--- src/rtl/parking_gate_arbiter.sv ---
// Parking gate arbiter: one shared barrier serving an entry lane and an exit lane.
// A lane is granted from IDLE, the gate stays raised while the car approaches
// (WAIT_CAR) and passes (PASSING), then the FSM holds in RELEASE until the
// served lane drops its request. The occupancy count is updated when a car
// finishes passing. If no car arrives within TIMEOUT cycles, the grant is aborted.
//
// Handshake note: entry_req/exit_req are level requests sampled only in IDLE
// (entry only while not full). A grant, once issued, holds until the car clears
// the barrier or the wait times out. The lane may issue a new request only after
// it has dropped its level once in RELEASE.
module parking_gate_arbiter #(
    parameter int CAPACITY = 8,
    parameter int TIMEOUT  = 64
) (
    input  logic       clk,
    input  logic       reset,
    input  logic       entry_req,
    input  logic       exit_req,
    input  logic       pass_sensor,
    output logic       gate_open,
    output logic       entry_grant,
    output logic       exit_grant,
    output logic [7:0] occupancy,
    output logic       full,
    output logic       timeout_err,
    output logic [1:0] dbg_state
);

    localparam int         TW      = (TIMEOUT > 2) ? $clog2(TIMEOUT) : 1;
    localparam logic [7:0] CAP_V   = 8'(CAPACITY);
    localparam logic [TW-1:0] T_LAST = TW'(TIMEOUT - 1);

    typedef enum logic [1:0] {
        IDLE     = 2'd0,
        WAIT_CAR = 2'd1,
        PASSING  = 2'd2,
        RELEASE  = 2'd3
    } state_t;

    state_t        r_state;
    logic [TW-1:0] r_timer;
    logic [7:0]    r_occupancy;
    logic          r_gate_open;
    logic          r_entry_grant;
    logic          r_exit_grant;
    logic          r_timeout_err;
    logic          r_last_exit;   // lane served most recently (1 = exit)
    logic          r_lane_exit;   // lane currently owning the gate (1 = exit)

    logic w_full;
    logic w_entry_ok;
    logic w_exit_ok;
    logic w_pick_exit;
    logic w_lane_req;

    // Lane eligibility and fair pick: on a tie, the lane not served last wins
    always_comb begin
        w_full      = (r_occupancy == CAP_V);
        w_entry_ok  = entry_req && !w_full;
        w_exit_ok   = exit_req;
        w_pick_exit = w_exit_ok && (!w_entry_ok || !r_last_exit);
        w_lane_req  = r_lane_exit ? exit_req : entry_req;
    end

    // Gate FSM with registered grant/gate/error outputs and occupancy counter
    always_ff @(posedge clk or posedge reset) begin
        if (reset) begin
            r_state       <= IDLE;
            r_timer       <= '0;
            r_occupancy   <= '0;
            r_gate_open   <= 1'b0;
            r_entry_grant <= 1'b0;
            r_exit_grant  <= 1'b0;
            r_timeout_err <= 1'b0;
            r_last_exit   <= 1'b0;
            r_lane_exit   <= 1'b0;
        end else begin
            r_timeout_err <= 1'b0;
            case (r_state)
                IDLE: begin
                    if (w_entry_ok || w_exit_ok) begin
                        r_state       <= WAIT_CAR;
                        r_timer       <= '0;
                        r_gate_open   <= 1'b1;
                        r_entry_grant <= !w_pick_exit;
                        r_exit_grant  <= w_pick_exit;
                        r_lane_exit   <= w_pick_exit;
                        r_last_exit   <= w_pick_exit;
                    end
                end
                WAIT_CAR: begin
                    if (pass_sensor) begin
                        r_state <= PASSING;
                        r_timer <= '0;
                    end else if (r_timer == T_LAST) begin
                        // No car arrived: abort the grant without counting
                        r_state       <= RELEASE;
                        r_timer       <= '0;
                        r_gate_open   <= 1'b0;
                        r_entry_grant <= 1'b0;
                        r_exit_grant  <= 1'b0;
                        r_timeout_err <= 1'b1;
                    end else begin
                        r_timer <= r_timer + 1'b1;
                    end
                end
                PASSING: begin
                    if (!pass_sensor) begin
                        r_state       <= RELEASE;
                        r_gate_open   <= 1'b0;
                        r_entry_grant <= 1'b0;
                        r_exit_grant  <= 1'b0;
                        if (r_lane_exit) begin
                            if (r_occupancy != 8'd0) begin
                                r_occupancy <= r_occupancy - 8'd1;
                            end
                        end else begin
                            if (r_occupancy < CAP_V) begin
                                r_occupancy <= r_occupancy + 8'd1;
                            end
                        end
                    end
                end
                RELEASE: begin
                    if (!w_lane_req) begin
                        r_state <= IDLE;
                    end
                end
                default: begin
                    r_state <= IDLE;
                end
            endcase
        end
    end

    assign gate_open   = r_gate_open;
    assign entry_grant = r_entry_grant;
    assign exit_grant  = r_exit_grant;
    assign occupancy   = r_occupancy;
    assign full        = w_full;
    assign timeout_err = r_timeout_err;
    assign dbg_state   = r_state;

endmodule

--- config.mk ---
export PLATFORM = sky130hd
export DESIGN_NAME = parking_gate_arbiter
export DESIGN_NICKNAME = d
export VERILOG_FILES = /design/src/rtl/parking_gate_arbiter.sv
export SDC_FILE = /design/constraint.sdc
export NUM_CORES = 1
export LEC_CHECK = 0
export BUFFER_PORTS_ARGS = -buffer_cell sky130_fd_sc_hd__buf_4
export CORE_MARGIN = 2
export CORE_UTILIZATION = 60
export CTS_BUF_LIST = sky130_fd_sc_hd__clkbuf_16
export DETAILED_ROUTE_END_ITERATION = 10
export PLACE_DENSITY = 0.83
export SYNTH_ARGS = -nofsm -noshare
export SYNTH_HDL_FRONTEND = slang
export SYNTH_SLANG_ARGS = --single-unit
export TNS_END_PERCENT = 5
--- constraint.sdc ---
create_clock -name clk -period 3.77 [get_ports clk]
set_clock_uncertainty 0.2 [all_clocks]
set_input_delay 0.5655 -clock clk [delete_from_list [all_inputs] [get_ports clk]]
set_output_delay 0.5655 -clock clk [all_outputs]
set_load 0.05 [all_outputs]
# ---- After elaboration in Yosys (flattened, before gate mapping)
# Index checks and enable logic that the tools add are counted.
dict set report totals {
  reg_bits 21
  latch_bits 0
  ram_bits 0
  rom_bits 0
  out_inout_bits 15
  word_cells 69
  mem_count 0
}
dict set report op_classes {
  n_addsub 3
  mul 0
  div 0
  n_lt_le_gt_ge 1
  n_eq_ne 12
  n_shift 0
  mux 26
  n_bitwise 1
  reduce_logical 18
}
# operator count
set ops {}
lappend ops {{$mux 8} 3}
lappend ops {{$mux 6} 3}
lappend ops {{$pmux 6 s2} 1}
lappend ops {{$mux 1} 10}
lappend ops {{$mux 2} 5}
lappend ops {{$ne 2x2->1 const B} 5}
lappend ops {{$pmux 1 s3} 3}
lappend ops {{$add 8x1->8 const B} 1}
lappend ops {{$eq 8x4->1 const B} 1}
lappend ops {{$lt 8x4->1 const B} 1}
lappend ops {{$pmux 2 s4} 1}
lappend ops {{$reduce_and 4->1} 2}
lappend ops {{$reduce_bool 8->1} 1}
lappend ops {{$sub 8x1->8 const B} 1}
lappend ops {{$add 6x1->6 const B} 1}
lappend ops {{$eq 6x6->1 const B} 1}
lappend ops {{$reduce_and 5->1} 1}
lappend ops {{$eq 2x2->1 const B} 2}
lappend ops {{$logic_not 1->1} 4}
lappend ops {{$reduce_and 2->1} 2}
lappend ops {{$reduce_bool 2->1} 2}
lappend ops {{$ne 3x3->1 const B} 1}
lappend ops {{$reduce_bool 3->1} 1}
lappend ops {{$eq 2x1->1 const B} 1}
lappend ops {{other kinds (5)} 7}

# ---- Depth between registers and ports, before layout
# Gate-level depths: netlist of run 1.
dict set report depth {
  word_depth 9
  ltp_mapped 7
  mapped_depth_nobuf 7
}

# ---- Worst setup path after synthesis of run 1
# Ideal clock, no wire load.
dict set report synth_timing {
  kind {reg2reg}
  start {register r_occupancy[1], in the netlist occupancy[1]}
  end {register r_occupancy[7], in the netlist occupancy[7]}
  arrival_ns 1.970
  path_slack_ns 1.458
  stages_incl_launch_ff 7
  cell_sequence {dfrtp_1 ha_1 a211oi_1 o21ai_0 a311o_1 nand4b_4 xnor2_1}
}
dict set report synth_via {
  elab_chain_cells 3
  word_cells_on_any_way 10
  cone_classes {add/sub (2); order compare (1); eq/ne (1); mux (3); reduce/logical (3)}
}
# element line_no
set synth_rtl {}
lappend synth_rtl {{from (decl)} 42} ;# logic [7:0] r_occupancy;
lappend synth_rtl {{from (signal assigned)} 115} ;# r_occupancy <= r_occupancy - 8'd1;
lappend synth_rtl {{from (signal assigned)} 119} ;# r_occupancy <= r_occupancy + 8'd1;
lappend synth_rtl {{$add 8x1->8 (tied with other cells)} 119}
lappend synth_rtl {{$mux 8 (tied with other cells)} 118} ;# if (r_occupancy < CAP_V) begin
lappend synth_rtl {{$mux 8 or $reduce_and 4->1 (tied branches)} -}
# Several ways; a longest one is shown, not always the timed one. The select of a mux whose other input is x is not followed.
# A chain may end at the register's enable or synchronous reset.

# ---- Worst setup path in the final report of run 1
dict set report layout_timing {
  start {register r_lane_exit}
  end {register r_occupancy[7], in the netlist occupancy[7]}
}
dict set report layout_via {
  elab_chain_cells 2
  word_cells_on_any_way 4
  cone_classes {eq/ne (1); mux (1); reduce/logical (2)}
}
# element line_no
set layout_rtl {}
lappend layout_rtl {{from (decl)} 48} ;# logic r_lane_exit;
lappend layout_rtl {{from (signal assigned)} 87} ;# r_lane_exit <= w_pick_exit;
lappend layout_rtl {{$ne 2x1->1 (no source line) or $reduce_bool 2->1 (tied branches)} -}
lappend layout_rtl {{$reduce_and 4->1 (no source line)} -}
# Several ways; a longest one is shown, not always the timed one.

==> results.sh, run 1 <==
export IMPL_antenna_found_initial=0
export IMPL_synth_area_leader_cell="sky130_fd_sc_hd__dfrtp_1"
export IMPL_netlist_area_leader_share_pct=37.3
export IMPL_grt_overflow_total=0
export IMPL_avgRoutedWirePerCell_um=15.7
export IMPL_clock_sink_count=21
export IMPL_worst_slew_pin_transition_ns=0.801
export IMPL_postLayoutCoreUtil_pct=74.8
export IMPL_antenna_cells=0
export IMPL_finish_cell_count_without_fillers=190
export IMPL_arrival_time_worst_endpoint_ns=2.37
export IMPL_hold_path_class="primary input to async pin"
export IMPL_layout_filler_cells=159
export IMPL_count_of_routing_violations_after_the_opening_detailed_route_iteration=21
export IMPL_max_slew_margin_rel_pct=46.6
export IMPL_num_rows=17
export IMPL_final_layout_size_suffix_gt1_share_pct=22.2
export IMPL_grt_start_max_net_pins=22
export IMPL_ys_types=46
export IMPL_end_kind="register"
export IMPL_rr_endpoint="occupancy[7]$_DFFE_PP0P_"
export IMPL_highest_count_cells_in_the_layout_ignoring_fill_and_taps="21 x sky130_fd_sc_hd__dfrtp_1, 19 x sky130_fd_sc_hd__buf_4, 12 x sky130_fd_sc_hd__nand2_1, 12 x sky130_fd_sc_hd__ha_1, 9 x sky130_fd_sc_hd__inv_1"
export IMPL_tritoncts="done"
export IMPL_setup_worst_path_class="register to register"
export IMPL_vias_per_cell=5.92
export IMPL_initial_standard_cell_utilization_of_the_core_pct=63.6
export IMPL_max_freq_ghz=0.417
export IMPL_post_cts_setup_buffer_count=0
export IMPL_clk_path_buf_depth=2
export IMPL_synthToLayoutAreaGrowth_pct=17.5
export IMPL_synth_cells=141
export IMPL_clk_insertion_delay_late_ns=0.25
export IMPL_wirelength_um=2980
export IMPL_critical_path_startpoint_type="register"
export IMPL_pin_count=20
export IMPL_io_buffer_count=19
export IMPL_htreeDepth=1
export IMPL_hold_violation_count_in_the_final_report=0
export IMPL_cts_hold_buf=0
export IMPL_timing_setup_tns_ns=0
export IMPL_die_w_um=52.4
export IMPL_synth_edff_count=0
export IMPL_cts_reportedPaths_clkPinSlew_ns=0.06
export IMPL_synth_nets=159
export IMPL_post_route_period_util_pct=63.5
export IMPL_cp_startpoint="r_lane_exit$_DFFE_PP0P_"
export IMPL_setup_violations=0
export IMPL_mappedNetlistArea_um2=1410
export IMPL_crit_fanout=16
export IMPL_yosysSeqAreaShare_pct=37.3
export IMPL_cts_inserted_buffers=3
export IMPL_die_y_um=52.4
export IMPL_finalWeightedCongestion=0.764
export IMPL_cts_resized=0
export IMPL_critical_path_endpoint="occupancy[7]$_DFFE_PP0P_"
export IMPL_final_common_cell="sky130_fd_sc_hd__dfrtp_1"
export IMPL_r2r_cells=6
export IMPL_layout_nets=181
export IMPL_clock_root_buffer="sky130_fd_sc_hd__clkbuf_16"
export IMPL_max_cap_viol_count=0
export IMPL_rsz0062_at_grt="no"
export IMPL_drt_pass1_iter_count=4
export IMPL_grt_pass1_vias=1134
export IMPL_routed_via_count=1125
export IMPL_r2r_start="r_lane_exit$_DFFE_PP0P_"
export IMPL_synth_yosys_warnings=0
export IMPL_ant_nets=0
export IMPL_grt_first_pass_wirelength_um=5000
export IMPL_tightest_hold_margin_ns=0.271
export IMPL_status="finished, final reports clean"
export IMPL_setup_reg_to_reg_worst_slack_ns=1.37
export IMPL_coreArea_um2=2210
export IMPL_synth_ff_type="sky130_fd_sc_hd__dfrtp_1"
export IMPL_remaining_drc_errors=0
export IMPL_detailedPlacementHpwl_um=2220
export IMPL_post_route_min_period_ns=2.40
export IMPL_async_reset_ff_share_pct=100
export IMPL_critical_path_required_ns=3.75
export IMPL_synth_ff_latch_count=21
export IMPL_report_final_slew_viol_count=0
export IMPL_global_route_usage_total_pct=24.5
export IMPL_synth_area_per_cell_um2=9.98
export IMPL_dpl_cell_count=186
export IMPL_yosys_top_cells_area="sky130_fd_sc_hd__dfrtp_1 37%, sky130_fd_sc_hd__ha_1 11%, sky130_fd_sc_hd__nand2_1 3.2%, sky130_fd_sc_hd__o21ai_0 2.8%, sky130_fd_sc_hd__o31ai_1 2.7%"
export IMPL_floorplan_die_area_um2=2750
## per-layer routing
metal	GRT usage (%)	vias up	share of wire (%)
met3	4.00	2	3.7
met2	43.5	28	53
met5	0	-	0
li1	-	556	-
met1	28.6	539	43
met4	11.1	0	0.91
## how the worst min path moves through the flow
stage,slack [ns],to,cells after the start,from
detailed placement,0.28,r_timer[5]$_DFFE_PP0P_,1,r_timer[5]$_DFFE_PP0P_
global route,0.31,r_timer[5]$_DFFE_PP0P_,1,r_timer[5]$_DFFE_PP0P_
CTS,0.29,r_timer[5]$_DFFE_PP0P_,1,r_timer[5]$_DFFE_PP0P_
global placement,0.27,r_timer[5]$_DFFE_PP0P_,1,r_timer[5]$_DFFE_PP0P_
floorplan,0.24,r_timer[5]$_DFFE_PP0P_,1,r_timer[5]$_DFFE_PP0P_
finish,0.27,occupancy[1]$_DFFE_PP0P_,2,reset
## sequential cells by signal, summed over array words and instances, names as in the netlist
| name | flops |
|---|---|
| dbg_state | 2 |
| entry_grant | 1 |
| exit_grant | 1 |
| gate_open | 1 |
| occupancy | 8 |
| r_lane_exit | 1 |
| r_timer | 6 |
| timeout_err | 1 |
## worst max-delay path, cell delays in order, from the launching register on
cell and delay [ns]:
sky130_fd_sc_hd__dfrtp_1 0.69, sky130_fd_sc_hd__ha_1 0.35, sky130_fd_sc_hd__a211oi_1 0.23, sky130_fd_sc_hd__o21ai_0 0.21, sky130_fd_sc_hd__a311o_1 0.43, sky130_fd_sc_hd__nand4b_4 0.10, sky130_fd_sc_hd__xnor2_1 0.11
## stage by stage
step,setup slack [ns],area (um2)
5_1_grt,1.20,1650
4_1_cts,1.40,1650
2_1_floorplan,1.46,1410
3_5_place_dp,1.42,1580
3_3_place_gp,1.48,1580
6_report,1.37,1650
## cells in the mapped netlist (3+ instances only)
cell type and number:
sky130_fd_sc_hd__o21ai_0 8, sky130_fd_sc_hd__o21ai_1 5, sky130_fd_sc_hd__nor2_1 6, sky130_fd_sc_hd__nand2_1 12, sky130_fd_sc_hd__xor2_1 3, sky130_fd_sc_hd__nand3_1 5, sky130_fd_sc_hd__inv_1 8, sky130_fd_sc_hd__xnor2_1 4
sky130_fd_sc_hd__dfrtp_1 21, sky130_fd_sc_hd__a21oi_1 6, sky130_fd_sc_hd__and3_1 4, sky130_fd_sc_hd__nor2b_1 3, sky130_fd_sc_hd__ha_1 12, sky130_fd_sc_hd__a21o_1 3, sky130_fd_sc_hd__o31ai_1 5
## cell families (layout without fill, tap and decap cells)
logic type | count (synthesis) | in the layout | share of synthesized area [%]
compound gates | 41 | 41 | 20.7
xor+xnor | 7 | 7 | 4.36
fa+ha+maj | 13 | 13 | 12.1
buf+inv | 10 | 31 | 2.84
flops | 21 | 21 | 37.3
mux | 6 | 6 | 4.89
simple gates | 43 | 43 | 17.8
## final cells by class
cell class                      count  area, um2  area share (%)
Inverter                            8       30.0            1.82
Clock inverter                      1       3.75           0.227
Timing Repair Buffer               19        143            8.62
Tap cell                           28       35.0            2.12
Clock buffer                        3       75.1            4.54
Sequential cell                    21        526            31.8
Multi-Input combinational cell    110        842            50.9
Power of run 1 is left out: the tool's default activity adds up to more than one toggle a clock period on the data nets, which glitch-free logic cannot reach.
==> run 2: changes to the inputs <==
- CORE_UTILIZATION: 60 -> 51
- PLACE_DENSITY: 0.83 -> 0.75
- clock period: 3.77 -> 2.17 ns (I/O delays scaled with it)
==> run 2 against run 1 <==
Clock-buffer cell count unchanged. Routed wire length fell by 0.81%. Flip-flop and latch count did not move. Sequential share of layout area down 0.97 points. Cell area increased by 5.4%. Cell count rose by 5.3%. Hold slack worse by 0.097 ns. First-iteration DRC count rose to 2.8 times the previous value. Via count is 2.5% higher. Critical path type unchanged.
==> results.sh, run 2 (synthesis results as in run 1) <==
export IMPL_status="finished, final reports clean"
export IMPL_die_y_um=56.5
export IMPL_pin_count=20
export IMPL_grt_pass1_vias=1137
export IMPL_grt_start_max_net_pins=22
export IMPL_hold_path_class="primary input to register"
export IMPL_htreeDepth=1
export IMPL_flip_flop_count_of_the_largest_register_all_copies_and_words_added=8
export IMPL_synthToLayoutAreaGrowth_pct=23.8
export IMPL_ant_nets=0
export IMPL_wirelength_um=2950
export IMPL_global_route_usage_total_pct=20.5
export IMPL_layout_nets=188
export IMPL_max_slew_margin_rel_pct=75.2
export IMPL_arrival_time_worst_endpoint_ns=2.11
export IMPL_post_route_period_util_pct=98.5
export IMPL_clock_sink_count=21
export IMPL_worst_slew_pin_transition_ns=0.369
export IMPL_vias_per_cell=5.77
export IMPL_max_freq_ghz=0.468
export IMPL_post_route_min_period_ns=2.14
export IMPL_cts_inserted_buffers=3
export IMPL_avgRoutedWirePerCell_um=14.8
export IMPL_remaining_drc_errors=0
export IMPL_initial_standard_cell_utilization_of_the_core_pct=52.4
export IMPL_io_buffer_count=19
export IMPL_critical_path_required_ns=2.15
export IMPL_multiInputGateArea_um2=860
export IMPL_antenna_cells=0
export IMPL_clk_path_buf_depth=2
export IMPL_routed_via_count=1153
export IMPL_setup_violations=0
export IMPL_detailedPlacementHpwl_um=2180
export IMPL_crit_fanout=6
export IMPL_final_layout_size_suffix_gt1_share_pct=32.5
export IMPL_finalWeightedCongestion=0.879
export IMPL_timing_setup_tns_ns=0
export IMPL_grt_overflow_total=0
export IMPL_cts_reportedPaths_clkPinSlew_ns=0.06
export IMPL_num_rows=19
export IMPL_count_of_routing_violations_after_the_opening_detailed_route_iteration=58
export IMPL_layout_filler_cells=226
export IMPL_die_w_um=56.5
export IMPL_drt_pass1_iter_count=4
export IMPL_end_kind="register"
export IMPL_setup_worst_path_class="register to register"
export IMPL_grt_first_pass_wirelength_um=5080
export IMPL_regArea_um2=537
export IMPL_antenna_found_initial=0
export IMPL_clock_root_buffer="sky130_fd_sc_hd__clkbuf_16"
export IMPL_report_final_slew_viol_count=0
export IMPL_max_cap_viol_count=0
export IMPL_final_common_cell="sky130_fd_sc_hd__buf_4"
export IMPL_floorplan_die_area_um2=3200
export IMPL_critical_path_startpoint_type="register"
export IMPL_clk_insertion_delay_late_ns=0.26
export IMPL_highest_count_cells_in_the_layout_ignoring_fill_and_taps="25 x sky130_fd_sc_hd__buf_4, 12 x sky130_fd_sc_hd__nand2_1, 12 x sky130_fd_sc_hd__dfrtp_1"
export IMPL_coreArea_um2=2690
export IMPL_hold_violation_count_in_the_final_report=0
export IMPL_tritoncts="done"
## run 2: cell types whose count changed in the layout (fill, tap and decap cells not counted), sizes merged
cell	previous run	this run
inv	9	8
buf	19	25
dlygate4sd3	0	1
clkinv	0	1
## run 2: cell type report
type	instances	area share [%]
clock buffers	3	4.31
multi-input cells	110	49.3
flip-flops and latches	21	30.8
well taps	31	2.23
repair buffers	26	11.3
inverters	8	1.72
clock inverters	1	0.287
## run 2: what timing repair did
item | 4_1_cts | 5_1_grt
endpoints found under the setup margin | 1 | 4
pin swaps | 0 | 0
resized for setup | 1 | 5
hold buffers | 1 | 0
hold endpoints to repair | 21 | 0
buffers inserted | 0 | 0
## run 2: metal layers
metal,GRT usage [%],part of all wire (%)
met5,0,0
met4,10.5,2.3
met3,3.00,2.2
met2,36.5,53
met1,23.5,42
## run 2: worst max-delay path: stages, from the launching register on
cell and delay (ns):
sky130_fd_sc_hd__dfrtp_2 0.45, sky130_fd_sc_hd__ha_1 0.35, sky130_fd_sc_hd__a211oi_2 0.27, sky130_fd_sc_hd__o21ai_1 0.16, sky130_fd_sc_hd__a311o_1 0.41, sky130_fd_sc_hd__nand4b_4 0.10, sky130_fd_sc_hd__xnor2_1 0.11
## run 2: metrics by stage
stage | cells | setup slack (ns) | utilization (%) | hold WS (ns) | area [um2]
after floorplan | 141 | -0.0237 | - | 0.101 | 1420
after global placement | 195 | 0.0938 | 60.8 | 0.182 | 1630
after detailed placement | 195 | 0.00474 | 60.8 | 0.187 | 1630
after CTS | 200 | 0.0403 | 64.2 | 0.172 | 1720
after global routing | 200 | -0.0527 | 64.9 | 0.193 | 1740
final | 200 | 0.0318 | 64.9 | 0.175 | 1740
## run 2: path summary, 6_finish.rpt
path / startpoint / end / slack (ns) / cells past startpoint
max: occupancy[1]$_DFFE_PP0P_ / occupancy[7]$_DFFE_PP0P_ / 0.03 / 6
min: exit_req / exit_grant$_DFFE_PP0P_ / 0.17 / 3
max reg2reg: occupancy[1]$_DFFE_PP0P_ / occupancy[7]$_DFFE_PP0P_ / 0.03 / 6
min reg2reg: r_timer[5]$_DFFE_PP0P_ / r_timer[5]$_DFFE_PP0P_ / 0.27 / 1
max in group asynchronous: reset / occupancy[7]$_DFFE_PP0P_ / 1.06 / 4
min in group asynchronous: reset / r_timer[4]$_DFFE_PP0P_ / 0.46 / 4
Power of run 2 is left out for the same reason.
==> run 3: changes to the inputs <==
- SETUP_SLACK_MARGIN: unset -> 0.5
==> run 3 against run 2 <==
Core utilization grew 4.5 points. Via count is 2.3% higher. Global-route usage rose by 0.33 points. Clock-buffer cell count unchanged. Cell area is 7.0% higher. Cell count increased by 2.5%. First-iteration DRC count is 28% lower. Worst setup slack improved by 0.11 ns. Register-to-register slack better by 0.11 ns. Routed wire length grew 9.1%. Flip-flop and latch count is the same.
==> results.sh, run 3 (synthesis results as in run 1) <==
export IMPL_final_common_cell="sky130_fd_sc_hd__buf_4"
export IMPL_remaining_drc_errors=0
export IMPL_num_rows=19
export IMPL_clock_sink_count=21
export IMPL_timing_setup_tns_ns=0
export IMPL_post_route_period_util_pct=93.7
export IMPL_vias_per_cell=5.76
export IMPL_floorplan_die_area_um2=3200
export IMPL_clock_root_buffer="sky130_fd_sc_hd__clkbuf_16"
export IMPL_max_slew_margin_rel_pct=78.2
export IMPL_cts_inserted_buffers=3
export IMPL_die_w_um=56.5
export IMPL_rsz0062_at_grt="yes"
export IMPL_max_freq_ghz=0.492
export IMPL_crit_fanout=4
export IMPL_end_kind="register"
export IMPL_grt_start_max_net_pins=22
export IMPL_critPathSlowestCell="sky130_fd_sc_hd__or4_4"
export IMPL_setup_worst_path_class="register to register"
export IMPL_timing_critical_path_max_delay_family="simple AND/OR/NAND/NOR gates"
export IMPL_antenna_cells=0
export IMPL_status="finished, final reports clean"
export IMPL_avgRoutedWirePerCell_um=15.7
export IMPL_drt_pass1_iter_count=4
export IMPL_flip_flop_count_of_the_largest_register_all_copies_and_words_added=8
export IMPL_count_of_routing_violations_after_the_opening_detailed_route_iteration=42
export IMPL_ant_nets=0
export IMPL_highest_count_cells_in_the_layout_ignoring_fill_and_taps="30 x sky130_fd_sc_hd__buf_4, 11 x sky130_fd_sc_hd__nand2_1, 11 x sky130_fd_sc_hd__dfrtp_1"
export IMPL_max_cap_viol_count=0
export IMPL_dpl_cell_count=194
export IMPL_antenna_found_initial=0
export IMPL_layout_filler_cells=196
export IMPL_grt_first_pass_wirelength_um=5150
export IMPL_layout_nets=193
export IMPL_setup_violations=0
export IMPL_die_y_um=56.5
export IMPL_coreArea_um2=2690
export IMPL_critical_path_startpoint_type="register"
export IMPL_hold_violation_count_in_the_final_report=0
export IMPL_io_buffer_count=19
export IMPL_hold_path_class="primary input to register"
export IMPL_report_final_slew_viol_count=0
export IMPL_final_layout_size_suffix_gt1_share_pct=40.2
export IMPL_worstPathBufferInverterCount=0
export IMPL_arrival_time_worst_endpoint_ns=1.97
export IMPL_finish_cell_count_without_fillers=205
export IMPL_synthToLayoutAreaGrowth_pct=32.4
export IMPL_tritoncts="done"
export IMPL_tightest_hold_margin_ns=0.175
export IMPL_critical_path_required_ns=2.11
export IMPL_grt_overflow_total=0
export IMPL_worst_slew_pin_transition_ns=0.326
export IMPL_crit_path_frequent_cell="sky130_fd_sc_hd__o21ai_4"
export IMPL_clk_insertion_delay_late_ns=0.25
export IMPL_clk_path_buf_depth=2
export IMPL_worstPathCellList="or4_4 -> o21ai_4 -> nand2_4 -> o21ai_4 -> mux2_4"
export IMPL_initial_standard_cell_utilization_of_the_core_pct=52.4
export IMPL_critical_path_max_stage_delay_ns=0.58
export IMPL_htreeDepth=1
export IMPL_global_route_usage_total_pct=20.8
export IMPL_pin_count=20
export IMPL_cts_reportedPaths_clkPinSlew_ns=0.06
export IMPL_grt_pass1_vias=1103
export IMPL_wirelength_um=3220
export IMPL_routed_via_count=1180
export IMPL_post_route_min_period_ns=2.03
export IMPL_finalWeightedCongestion=0.890
export IMPL_detailedPlacementHpwl_um=2200
## run 3: through the flow
step / utilization (%) / cell area, um2 / setup slack, ns
final: 69.4 / 1860 / 0.137
after global routing: 69.4 / 1860 / 0.0727
after CTS: 67.3 / 1810 / 0.145
after detailed placement: 61.0 / 1640 / 0.0821
after global placement: 61.0 / 1640 / 0.0905
after floorplan: - / 1430 / 0.0666
## run 3: final timing paths
check,start,to,slack [ns],cells past startpoint
min in group asynchronous,reset,r_timer[3]$_DFFE_PP0P_,0.46,4
worst max register to register,occupancy[6]$_DFFE_PP0P_,entry_grant$_DFFE_PP0P_,0.14,5
max in group asynchronous,reset,dbg_state[1]$_DFFE_PP0P_,1.07,4
worst min register to register,r_timer[5]$_DFFE_PP0P_,r_timer[5]$_DFFE_PP0P_,0.28,1
worst min-delay path,exit_req,exit_grant$_DFFE_PP0P_,0.18,3
worst max-delay path,occupancy[6]$_DFFE_PP0P_,entry_grant$_DFFE_PP0P_,0.14,5
## run 3: cell type report
cell class | instances | area [um2] | area share [%]
Clock buffer | 3 | 75.1 | 4.03
Timing Repair Buffer | 31 | 235 | 12.6
Clock inverter | 1 | 3.75 | 0.201
Tap cell | 31 | 38.8 | 2.08
Multi-Input combinational cell | 110 | 943 | 50.6
Sequential cell | 21 | 538 | 28.9
Inverter | 8 | 30.0 | 1.61
## run 3: what timing repair did
action | in CTS | in global routing
setup endpoints to repair | 21 | 21
endpoints found under the hold margin | 21 | 0
hold buffers | 1 | 0
pin swaps | 3 | 1
gates resized for setup | 10 | 7
setup buffers | 5 | 1
## run 3: worst min-delay path, delay by kind of cell
kind,cells,cell delay [ns]
buffers and inverters,1,0.13
and+or+nand+nor,1,0.07
muxes,1,0.06
## run 3: layer usage
| metal | track usage (%) | vias to the layer above | share of wire, % |
|---|---|---|---|
| li1 | - | 587 | - |
| met1 | 27.5 | 573 | 46 |
| met2 | 34.7 | 16 | 51 |
| met3 | 3.00 | 4 | 2.5 |
| met4 | 7.14 | 0 | 1.1 |
| met5 | 0 | - | 0 |
Power of run 3 is left out for the same reason.
